--- src/rtl/pipe_pkg.sv ---
// ---------------------------------------------------------------------------
// pipe_pkg
//   Shared definitions for the execute-stage multiply/divide unit:
//   operand width, mul/div op encodings, FSM state encoding and small
//   op-decode helpers.
// ---------------------------------------------------------------------------
package pipe_pkg;

  // Operand width. The mul/div unit is written for 32 bits only.
  localparam int XLEN = 32;

  typedef enum logic [1:0] {
    MD_MULT  = 2'b00,
    MD_MULTU = 2'b01,
    MD_DIV   = 2'b10,
    MD_DIVU  = 2'b11
  } md_op_e;

  typedef enum logic [1:0] {
    IDLE = 2'b00,
    RUN  = 2'b01,
    FIX  = 2'b10
  } md_state_e;

  // bit 1 of the encoding selects divide, bit 0 selects unsigned
  function automatic logic md_is_div(input md_op_e op);
    return op[1];
  endfunction

  function automatic logic md_is_signed(input md_op_e op);
    return ~op[0];
  endfunction

endpackage

--- src/rtl/pipe_md_step.sv ---
// ---------------------------------------------------------------------------
// pipe_md_step
//   One iteration of the iterative multiply/divide datapath (pure
//   combinational).
//
//   Multiply (shift-add): acc = {partial product high, multiplier bits}.
//     If acc[0] is set the multiplicand is added into the high half, then
//     the whole 65-bit result shifts right by one.
//   Divide (restoring): acc = {partial remainder, dividend/quotient bits}.
//     The remainder is shifted left taking the next dividend bit, the
//     divisor is trial-subtracted, and the quotient bit shifts in at bit 0.
//
// Ports
//   acc     in  2*XLEN  current accumulator
//   opnd    in  XLEN    multiplicand magnitude (mul) or divisor magnitude (div)
//   is_div  in  1       1 = restoring divide step, 0 = shift-add step
//   acc_nxt out 2*XLEN  accumulator after this iteration
// ---------------------------------------------------------------------------
module pipe_md_step
  import pipe_pkg::*;
(
  input  logic [2*XLEN-1:0] acc,
  input  logic [XLEN-1:0]   opnd,
  input  logic              is_div,
  output logic [2*XLEN-1:0] acc_nxt
);

  logic [XLEN:0]   sum;
  logic [XLEN:0]   rem_sh;
  logic [XLEN+1:0] trial;
  logic            fits;

  always_comb begin
    sum    = {1'b0, acc[2*XLEN-1:XLEN]} + {1'b0, opnd};
    rem_sh = acc[2*XLEN-1:XLEN-1];
    trial  = {1'b0, rem_sh} - {2'b00, opnd};
    // Remainder before the shift is below the divisor, so a successful
    // subtract always leaves a value that fits in XLEN bits; any bit set
    // above that means the divisor did not fit.
    fits   = (trial[XLEN+1:XLEN] == 2'b00);
    acc_nxt = '0;
    if (is_div) begin
      if (fits) acc_nxt = {trial[XLEN-1:0], acc[XLEN-2:0], 1'b1};
      else      acc_nxt = {rem_sh[XLEN-1:0], acc[XLEN-2:0], 1'b0};
    end else if (acc[0]) begin
      acc_nxt = {sum, acc[XLEN-1:1]};
    end else begin
      acc_nxt = {1'b0, acc[2*XLEN-1:1]};
    end
  end

endmodule

--- src/rtl/pipe_muldiv.sv ---
// ---------------------------------------------------------------------------
// pipe_muldiv
//   Iterative MULT/MULTU/DIV/DIVU unit for the execute stage. Operands are
//   taken as magnitudes at the start edge, 32 shift-add / restoring-divide
//   iterations run in RUN, and FIX applies sign correction and writes the
//   architectural HI/LO registers. HI/LO are untouched until FIX.
//   A stall is requested while busy and another mul/div, mfhi/mflo or
//   mthi/mtlo is in E.
//
//   Build option: PIPE_MULDIV_DIV_EN
//     defined   - DIV/DIVU supported.
//     undefined - no divide datapath; DIV/DIVU in IDLE are ignored.
//
// Ports
//   clk       in   1     pipeline clock
//   clrn      in   1     asynchronous active-low reset
//   ea        in   XLEN  operand A (multiplicand / dividend / mthi-mtlo data)
//   eb        in   XLEN  operand B (multiplier / divisor)
//   estart    in   1     mul/div instruction in E
//   eop       in   2     MD_MULT / MD_MULTU / MD_DIV / MD_DIVU
//   ehilo_rd  in   1     mfhi/mflo in E
//   ewhi      in   1     mthi in E
//   ewlo      in   1     mtlo in E
//   hi, lo    out  XLEN  architectural HI/LO
//   busy      out  1     operation in progress (registered)
//   stall     out  1     busy & (estart | ehilo_rd | ewhi | ewlo)
// ---------------------------------------------------------------------------
module pipe_muldiv
  import pipe_pkg::*;
(
  input  logic            clk,
  input  logic            clrn,
  input  logic [XLEN-1:0] ea,
  input  logic [XLEN-1:0] eb,
  input  logic            estart,
  input  logic [1:0]      eop,
  input  logic            ehilo_rd,
  input  logic            ewhi,
  input  logic            ewlo,
  output logic [XLEN-1:0] hi,
  output logic [XLEN-1:0] lo,
  output logic            busy,
  output logic            stall
);

`ifdef PIPE_MULDIV_DIV_EN
  localparam logic DIV_EN = 1'b1;
`else
  localparam logic DIV_EN = 1'b0;
`endif

  md_state_e         state, state_nxt;
  logic [4:0]        count;
  logic [2*XLEN-1:0] acc, acc_nxt;
  logic [XLEN-1:0]   opnd;
  logic              op_div, neg_res, neg_rem, dz;

  logic              in_div, start_ok;
  logic              load, step, fix, wr_hi, wr_lo;
  logic              a_neg, b_neg;
  logic [XLEN-1:0]   a_mag, b_mag;
  logic [2*XLEN-1:0] prod;
  logic [XLEN-1:0]   quot, rem;

  function automatic logic [XLEN-1:0] neg_w(input logic [XLEN-1:0] v);
    return -v;
  endfunction

  function automatic logic [2*XLEN-1:0] neg_dw(input logic [2*XLEN-1:0] v);
    return -v;
  endfunction

  // Without the divide datapath a DIV/DIVU never leaves IDLE.
  always_comb begin
    in_div   = DIV_EN & md_is_div(md_op_e'(eop));
    start_ok = estart & (DIV_EN | ~md_is_div(md_op_e'(eop)));
    a_neg    = md_is_signed(md_op_e'(eop)) & ea[XLEN-1];
    b_neg    = md_is_signed(md_op_e'(eop)) & eb[XLEN-1];
    a_mag    = a_neg ? neg_w(ea) : ea;
    b_mag    = b_neg ? neg_w(eb) : eb;
  end

  // FSM: state register
  always_ff @(posedge clk or negedge clrn) begin
    if (!clrn) begin
      state <= IDLE;
      busy  <= 1'b0;
    end else begin
      state <= state_nxt;
      busy  <= (state_nxt != IDLE);
    end
  end

  // FSM: next state
  always_comb begin
    state_nxt = state;
    case (state)
      IDLE:    if (start_ok) state_nxt = RUN;
      RUN:     if (count == 5'd31) state_nxt = FIX;
      FIX:     state_nxt = IDLE;
      default: state_nxt = IDLE;
    endcase
  end

  // FSM: outputs. A mul/div start in the same cycle as mthi/mtlo takes
  // priority and the HI/LO writes are dropped.
  always_comb begin
    load  = (state == IDLE) & start_ok;
    step  = (state == RUN);
    fix   = (state == FIX);
    wr_hi = (state == IDLE) & ewhi & ~estart;
    wr_lo = (state == IDLE) & ewlo & ~estart;
  end

  assign stall = busy & (estart | ehilo_rd | ewhi | ewlo);

  pipe_md_step u_step (
    .acc     (acc),
    .opnd    (opnd),
    .is_div  (op_div),
    .acc_nxt (acc_nxt)
  );

  // Sign correction applied in FIX. Divide by zero forces an all-ones
  // quotient; the unsigned restoring loop already leaves the dividend
  // magnitude as remainder, which the dividend-sign rule turns back into
  // the original dividend.
  always_comb begin
    prod = neg_res ? neg_dw(acc) : acc;
    quot = dz ? '1 : (neg_res ? neg_w(acc[XLEN-1:0]) : acc[XLEN-1:0]);
    rem  = neg_rem ? neg_w(acc[2*XLEN-1:XLEN]) : acc[2*XLEN-1:XLEN];
  end

  // Datapath: accumulator, latched operand/flags, iteration count, HI/LO
  always_ff @(posedge clk or negedge clrn) begin
    if (!clrn) begin
      acc     <= '0;
      opnd    <= '0;
      op_div  <= 1'b0;
      neg_res <= 1'b0;
      neg_rem <= 1'b0;
      dz      <= 1'b0;
      count   <= '0;
      hi      <= '0;
      lo      <= '0;
    end else begin
      if (load) begin
        acc     <= {{XLEN{1'b0}}, (in_div ? a_mag : b_mag)};
        opnd    <= in_div ? b_mag : a_mag;
        op_div  <= in_div;
        neg_res <= a_neg ^ b_neg;
        neg_rem <= a_neg;
        dz      <= in_div & (eb == '0);
        count   <= '0;
      end else if (step) begin
        acc   <= acc_nxt;
        count <= count + 5'd1;
      end

      if (fix) begin
        if (op_div) begin
          hi <= rem;
          lo <= quot;
        end else begin
          hi <= prod[2*XLEN-1:XLEN];
          lo <= prod[XLEN-1:0];
        end
      end else begin
        if (wr_hi) hi <= ea;
        if (wr_lo) lo <= ea;
      end
    end
  end

endmodule

--- config.mk ---
export PLATFORM = sky130hd
export DESIGN_NAME = pipe_muldiv
export DESIGN_NICKNAME = d
export VERILOG_FILES = /design/src/rtl/pipe_pkg.sv /design/src/rtl/pipe_md_step.sv /design/src/rtl/pipe_muldiv.sv
export SDC_FILE = /design/constraint.sdc
export NUM_CORES = 1
export LEC_CHECK = 0
export ABC_CLOCK_PERIOD_IN_PS = 3790
export CORE_MARGIN = 4
export CORE_UTILIZATION = 65
export CTS_BUF_LIST = sky130_fd_sc_hd__clkbuf_8
export DETAILED_ROUTE_END_ITERATION = 8
export DONT_BUFFER_PORTS = 1
export GPL_TIMING_DRIVEN = 1
export PLACE_DENSITY = 0.9
export SYNTH_ARGS = -nofsm -noshare
export SYNTH_HDL_FRONTEND = slang
export SYNTH_SLANG_ARGS = --single-unit
--- constraint.sdc ---
create_clock -name clk -period 3.79 [get_ports clk]
set_clock_uncertainty 0.15 [all_clocks]
set_input_delay 0.9475 -clock clk [delete_from_list [all_inputs] [get_ports clk]]
set_output_delay 0.9475 -clock clk [all_outputs]
set_load 0.01 [all_outputs]
==> impl_metrics.tcl, run 1 <==
set metrics [dict create \
    status "completed" \
    yosysMostFrequentCell "nand2_1" \
    numClockSinks 169 \
    drc 0 \
    synthCells 1370 \
    slew_viol_final 0 \
    antenna_found_initial 0 \
    syn_area_um2 11600 \
    area_growth_syn_to_layout_pct 5.27 \
    placed_cells 1526 \
    hp-class "in2async" \
    async_flop_share_pct 100 \
    maxCapViolations 0 \
    path_class "reg2reg" \
    design.core.area_um2 17400 \
    ios 138 \
    clk_pin_slew_ns 0.10 \
    io_buffers 0 \
    dr_total_vias 10500 \
    setup.worst_path.end_class "register" \
    grt_pass1_vias 9929 \
    place_hpwl_um 23600 \
    synth_cell_types 62 \
    numCtsBuffers 17 \
    grt-ovfl-total 0 \
    ys_seq_elements 169 \
    synth_fp_nets 1480 \
    cts_tree "yes" \
    synth_top_cell_by_area "dfrtp_1" \
    cts-root-buf "clkbuf_8" \
    pre_cts_slack_ns 0.294 \
    wl_met3_um 3270 \
    clock.fmax_ghz 0.289 \
    reg2reg_depth 8 \
    rows 48 \
    maxSlewHeadroom_pct 23.7 \
    post-cts-setup-buffers 0 \
    fin_crit_ns 3.46 \
    worst_slew_pin_slew_ns 1.14 \
    clock_latency_ns 0.48 \
    whs_ns 0.134 \
    hold_viol 0 \
    yosysWarnings 0 \
    grt_pass1_wl_um 52800 \
    dieArea_um2 20000 \
    drive_above_1_share_pct 5.31 \
    die_h_um 142 \
    power.density_nw_per_um2 876 \
    finalCritPeriodShare_pct 91.2 \
    arrival_ns 3.67 \
    grt_setup_unrepaired "no" \
    reg2reg_slack_ns 0.33 \
    power.leakage_nw 4.86 \
    wl_met1_um 13000 \
    synth-edff-count 0 \
    worstReg2RegEnd "hi[14]$_DFFE_PN0P_" \
    antenna_cells 0 \
    stdcell_count 1562 \
    drt_wl_total_um 33100 \
    grtUsageTotal_pct 33.1 \
    grt_max_degree 141 \
    drt_iter0_drc 1429 \
    reg2reg_from "acc[6]$_DFFE_PN0P_" \
    highest_layer "met4" \
    vias_per_cell 6.72 \
    avgRoutedWirePerCell_um 21.2 \
    irDropWorstVdd_uv 384 \
    detail-route-antenna-nets 0 \
    fill_cells 1340 \
    synthTopCellsByArea "dfrtp_1, xnor2_1, o21ai_0, nand2_1, a21oi_1" \
    firstDrtPassIters 6 \
    fin_nets 1434 \
    synthDominantCellAreaShare_pct 36.5 \
    cp-start-kind "register" \
    ys_top_cells_by_count "nand2_1, dfrtp_1, o21ai_0" \
    setup_tns_ns 0 \
    fin_ws_ns 0.333 \
    synth_ff_type "dfrtp_1" \
    initial_utilization_pct 66.6 \
    syn_area_per_cell_um2 8.46 \
    cts_htree_levels 4 \
    setup_violations 0 \
    power.total_mw 10.7 \
    required_ns 4.00 \
    gp_congestion 0.958 \
    dr_wl_met2_um 15500 \
    yosysSeqAreaShare_pct 36.5 \
    cp_max_fo 7 \
    cts_buffer_depth 2 \
    die_w_um 142 \
]
cell families (layout without fill, tap and decap cells):
group                    count (synthesis)  in the layout  synth area share [%]
XOR/XNOR                               151            151                  11.4
buffers and inverters                  111             78                  3.63
AO/OA/AOI/OAI                          420            420                  22.0
flip-flops                             169            169                  36.5
adder cells (fa/ha/maj)                 38             38                  4.17
AND/OR/NAND/NOR                        435            435                  18.4
multiplexers                            46             46                  3.97
what timing repair did:
action	in CTS	in global routing
hold buffers	2	2
hold endpoints to repair	17	105
gates resized for setup	0	0
power breakdown:
part           switching, mW  internal [mW]  total [mW]
registers               1.31           2.68        3.99
clock network          0.736          0.686        1.42
logic                   3.04           2.23        5.28
total                   5.09           5.60        10.7
worst max-delay path, cell delays in order, from the launching register on:
cell and delay, ns:
dfrtp_1 0.43, or4_1 0.71, nor4_1 0.48, nand4_1 0.29
nor2_1 0.40, nand3_1 0.15, o41ai_1 0.35, xor2_1 0.27
a21oi_1 0.10
metal layers:
| layer | global-route usage, % | vias to the layer above |
|---|---|---|
| li1 | - | 4806 |
| met1 | 44.5 | 5012 |
| met2 | 52.0 | 567 |
| met3 | 8.02 | 115 |
| met4 | 12.8 | 0 |
| met5 | 0 | - |
state kept, by name, summed over array words and instances, names as in the netlist:
name,flops
acc,64
busy,1
count,5
hi,32
lo,32
neg_res,1
opnd,32
state,2
through the flow:
stage,utilization (%),cell area [um^2]
after floorplan,-,11600
after global placement,67.2,11700
after detailed placement,67.2,11700
after CTS,69.8,12200
after global routing,70.1,12200
final,70.1,12200
worst max path at each step:
stage | startpoint | endpoint | depth (start not counted)
4_1_cts | acc[6]$_DFFE_PN0P_ | hi[14]$_DFFE_PN0P_ | 8
3_3_place_gp | ea[12] | opnd[28]$_DFFE_PN0P_ | 8
3_5_place_dp | ea[12] | opnd[30]$_DFFE_PN0P_ | 8
6_report | acc[6]$_DFFE_PN0P_ | hi[14]$_DFFE_PN0P_ | 8
5_1_grt | acc[6]$_DFFE_PN0P_ | hi[14]$_DFFE_PN0P_ | 8
2_1_floorplan | eb[9] | acc[17]$_DFFE_PN0P_ | 8
cells in the final DEF (no fill, tap or decap), types with 4 or more instances in the layout:
cell and instances:
xnor2_1 96, o21a_1 6, inv_6 6, or3_1 15, clkbuf_8 18, inv_1 25
buf_4 16, o31ai_1 27, mux2i_1 46, nand2b_1 9, nor4_1 7, or4_1 15
a21oi_1 99, o21ai_0 142, dfrtp_1 168, a31oi_1 36, xor2_1 55, nand4_1 12
o41ai_1 14, and3_1 9, nor2b_1 36, nand3_1 21, o211ai_1 4, a22oi_1 22
nor3_1 18, and2_1 4, o21ai_1 5, a21boi_0 4, nor2_1 80, ha_1 37
a21o_1 11, nand2_1 180, a211oi_1 31
layout make-up:
cell class                      instances  area (um^2)  area share, %
Multi-Input combinational cell       1090         6980           57.2
Clock inverter                         14          183           1.50
Tap cell                              225          282           2.31
Timing Repair Buffer                   20          188           1.54
Clock buffer                           18          248           2.03
Inverter                               26         97.6          0.800
Sequential cell                       169         4230           34.7
(Power assumes the default switching activity.)
==> run 2: changes to the inputs <==
--- a/config.mk
+++ b/config.mk
@@ -7,11 +7,11 @@
 export LEC_CHECK = 0
 export ABC_CLOCK_PERIOD_IN_PS = 3790
-export CORE_MARGIN = 4
-export CORE_UTILIZATION = 65
+export CORE_MARGIN = 1
+export CORE_UTILIZATION = 62
 export CTS_BUF_LIST = sky130_fd_sc_hd__clkbuf_8
 export DETAILED_ROUTE_END_ITERATION = 8
 export DONT_BUFFER_PORTS = 1
 export GPL_TIMING_DRIVEN = 1
-export PLACE_DENSITY = 0.9
+export PLACE_DENSITY = 0.87
 export SYNTH_ARGS = -nofsm -noshare
 export SYNTH_HDL_FRONTEND = slang
--- a/constraint.sdc
+++ b/constraint.sdc
@@ -3,3 +3,3 @@
 set_input_delay 0.9475 -clock clk [delete_from_list [all_inputs] [get_ports clk]]
 set_output_delay 0.9475 -clock clk [all_outputs]
-set_load 0.01 [all_outputs]
+set_load 0.1 [all_outputs]
==> run 2 against run 1 <==
The flow now finishes with violations (design-rule violations). Global-route usage rose by 1.7 points. Cell count rose by 0.38%. Non-clock buffer count rose by 3. Fmax fell by 1.2%. Count of clock-buffer cells in the layout rose by 2. Critical path depth did not move. Die area fell by 3.9%. Core utilization fell by 2.8 points. Design area barely moved. Critical endpoint is now hi[8]$_DFFE_PN0P_.
==> impl_metrics.tcl, run 2 (same netlist as run 1, synthesis figures left out) <==
set metrics [dict create \
    grt_pass1_vias 9848 \
    grt_use_met2_pct 55.1 \
    clock_latency_ns 0.48 \
    clock.fmax_ghz 0.286 \
    grt_max_degree 153 \
    fin_ws_ns 0.292 \
    path_class "reg2reg" \
    violations "design-rule violations" \
    largest_register_ffs 64 \
    grt-ovfl-total 0 \
    firstDrtPassIters 7 \
    numClockSinks 169 \
    vias_per_cell 6.62 \
    setup_violations 0 \
    initial_utilization_pct 63.9 \
    maxCapViolations 0 \
    reg2reg_slack_ns 0.29 \
    whs_ns 0.0194 \
    dieArea_um2 19300 \
    area_growth_syn_to_layout_pct 5.35 \
    antenna_found_initial 0 \
    grt_util_met3_pct 6.32 \
    grt_pass1_wl_um 52700 \
    maxSlewHeadroom_pct 24.8 \
    fin_crit_ns 3.50 \
    finalCritPeriodShare_pct 92.3 \
    clk_pin_slew_ns 0.09 \
    ios 138 \
    setup_tns_ns 0 \
    cp-start-kind "register" \
    grt_use_met1_pct 47.2 \
    drt_iter0_drc 1122 \
    arrival_ns 3.69 \
    antenna_cells 0 \
    grt_setup_unrepaired "no" \
    hold_viol 0 \
    cts-root-buf "clkbuf_8" \
    worst_slew_pin_slew_ns 1.13 \
    drt_wl_total_um 32700 \
    status "complete, but fails checks" \
    cts_tree "yes" \
    cp_max_fo 7 \
    setup.worst_path.end_class "register" \
    place_hpwl_um 23400 \
    grt-busiest-layer "met2" \
    cts_buffer_depth 2 \
    rows 49 \
    final_common_cell "nand2_1" \
    drc 1 \
    dr_total_vias 10384 \
    slew_viol_final 0 \
    io_buffers 0 \
    numCtsBuffers 17 \
    top_register "acc" \
    gp_congestion 0.946 \
    design.core.area_um2 18100 \
    layout_common_cells "nand2_1, dfrtp_1, o21ai_0" \
    pre_cts_slack_ns 0.336 \
    hp-class "in2async" \
    die_h_um 139 \
    cts_htree_levels 4 \
    grtUsageTotal_pct 34.8 \
    drive_above_1_share_pct 5.45 \
    avgRoutedWirePerCell_um 20.9 \
    fin_nets 1437 \
    detail-route-antenna-nets 0 \
    required_ns 3.99 \
    die_w_um 139 \
]
[run 2: cell count changes in the layout (fill, tap and decap cells not counted)]
cell and delta:
buf_16 -1, buf_4 +4, inv_6 -2, clkinvlp_4 -1, clkbuf_8 +2
[run 2: final timing paths]
check                                          from             endpoint  cells after the start
worst max-delay path             acc[5]$_DFFE_PN0P_    hi[8]$_DFFE_PN0P_                      8
worst min-delay path                           clrn   hi[15]$_DFFE_PN0P_                      0
worst min register to register  opnd[6]$_DFFE_PN0P_  opnd[6]$_DFFE_PN0P_                      2
worst max register to register   acc[5]$_DFFE_PN0P_    hi[8]$_DFFE_PN0P_                      8
max in group asynchronous                      clrn  acc[50]$_DFFE_PN0P_                      1
min in group clk                opnd[6]$_DFFE_PN0P_  opnd[6]$_DFFE_PN0P_                      2
[run 2: critical path: stages, from the launching register on]
cell	delay, ns
dfrtp_1	0.45
or4_1	0.70
nor4_1	0.55
nand4_1	0.29
nor2_1	0.38
nand2_1	0.17
o41ai_1	0.39
xor2_1	0.20
a21oi_1	0.08
[run 2: final cells by class]
cell class              instances  area, um^2
inverters                      26        97.6
fillers                      1473        5930
repair buffers                 23         190
clock buffers                  20         275
clock inverters                11         158
multi-input cells            1090        6980
well taps                     229         287
flip-flops and latches        169        4230
[run 2: stage by stage]
| step | area (um^2) | util [%] | instances |
|---|---|---|---|
| finish | 12200 | 67.3 | 1568 |
| global route | 12200 | 67.3 | 1568 |
| CTS | 12200 | 67.3 | 1568 |
| detailed placement | 11800 | 64.8 | 1535 |
| global placement | 11800 | 64.8 | 1535 |
| floorplan | 11600 | - | 1370 |
[run 2: repair_timing]
item                       in CTS  in global routing
setup endpoints to repair       0                  0
hold buffers                    2                  0
hold endpoints to repair       15                  0
gates resized for setup         0                  0
setup buffers                   0                  0
[run 2: metal layers]
metal | part of all wire, % | vias up
li1 | - | 4810
met1 | 41 | 4925
met2 | 46 | 544
met3 | 9.3 | 105
met4 | 3.7 | 0
met5 | 0 | -
Power of run 2 is not shown: default switching activity piles up to over one toggle a cycle in this logic, so the estimate is an artifact.
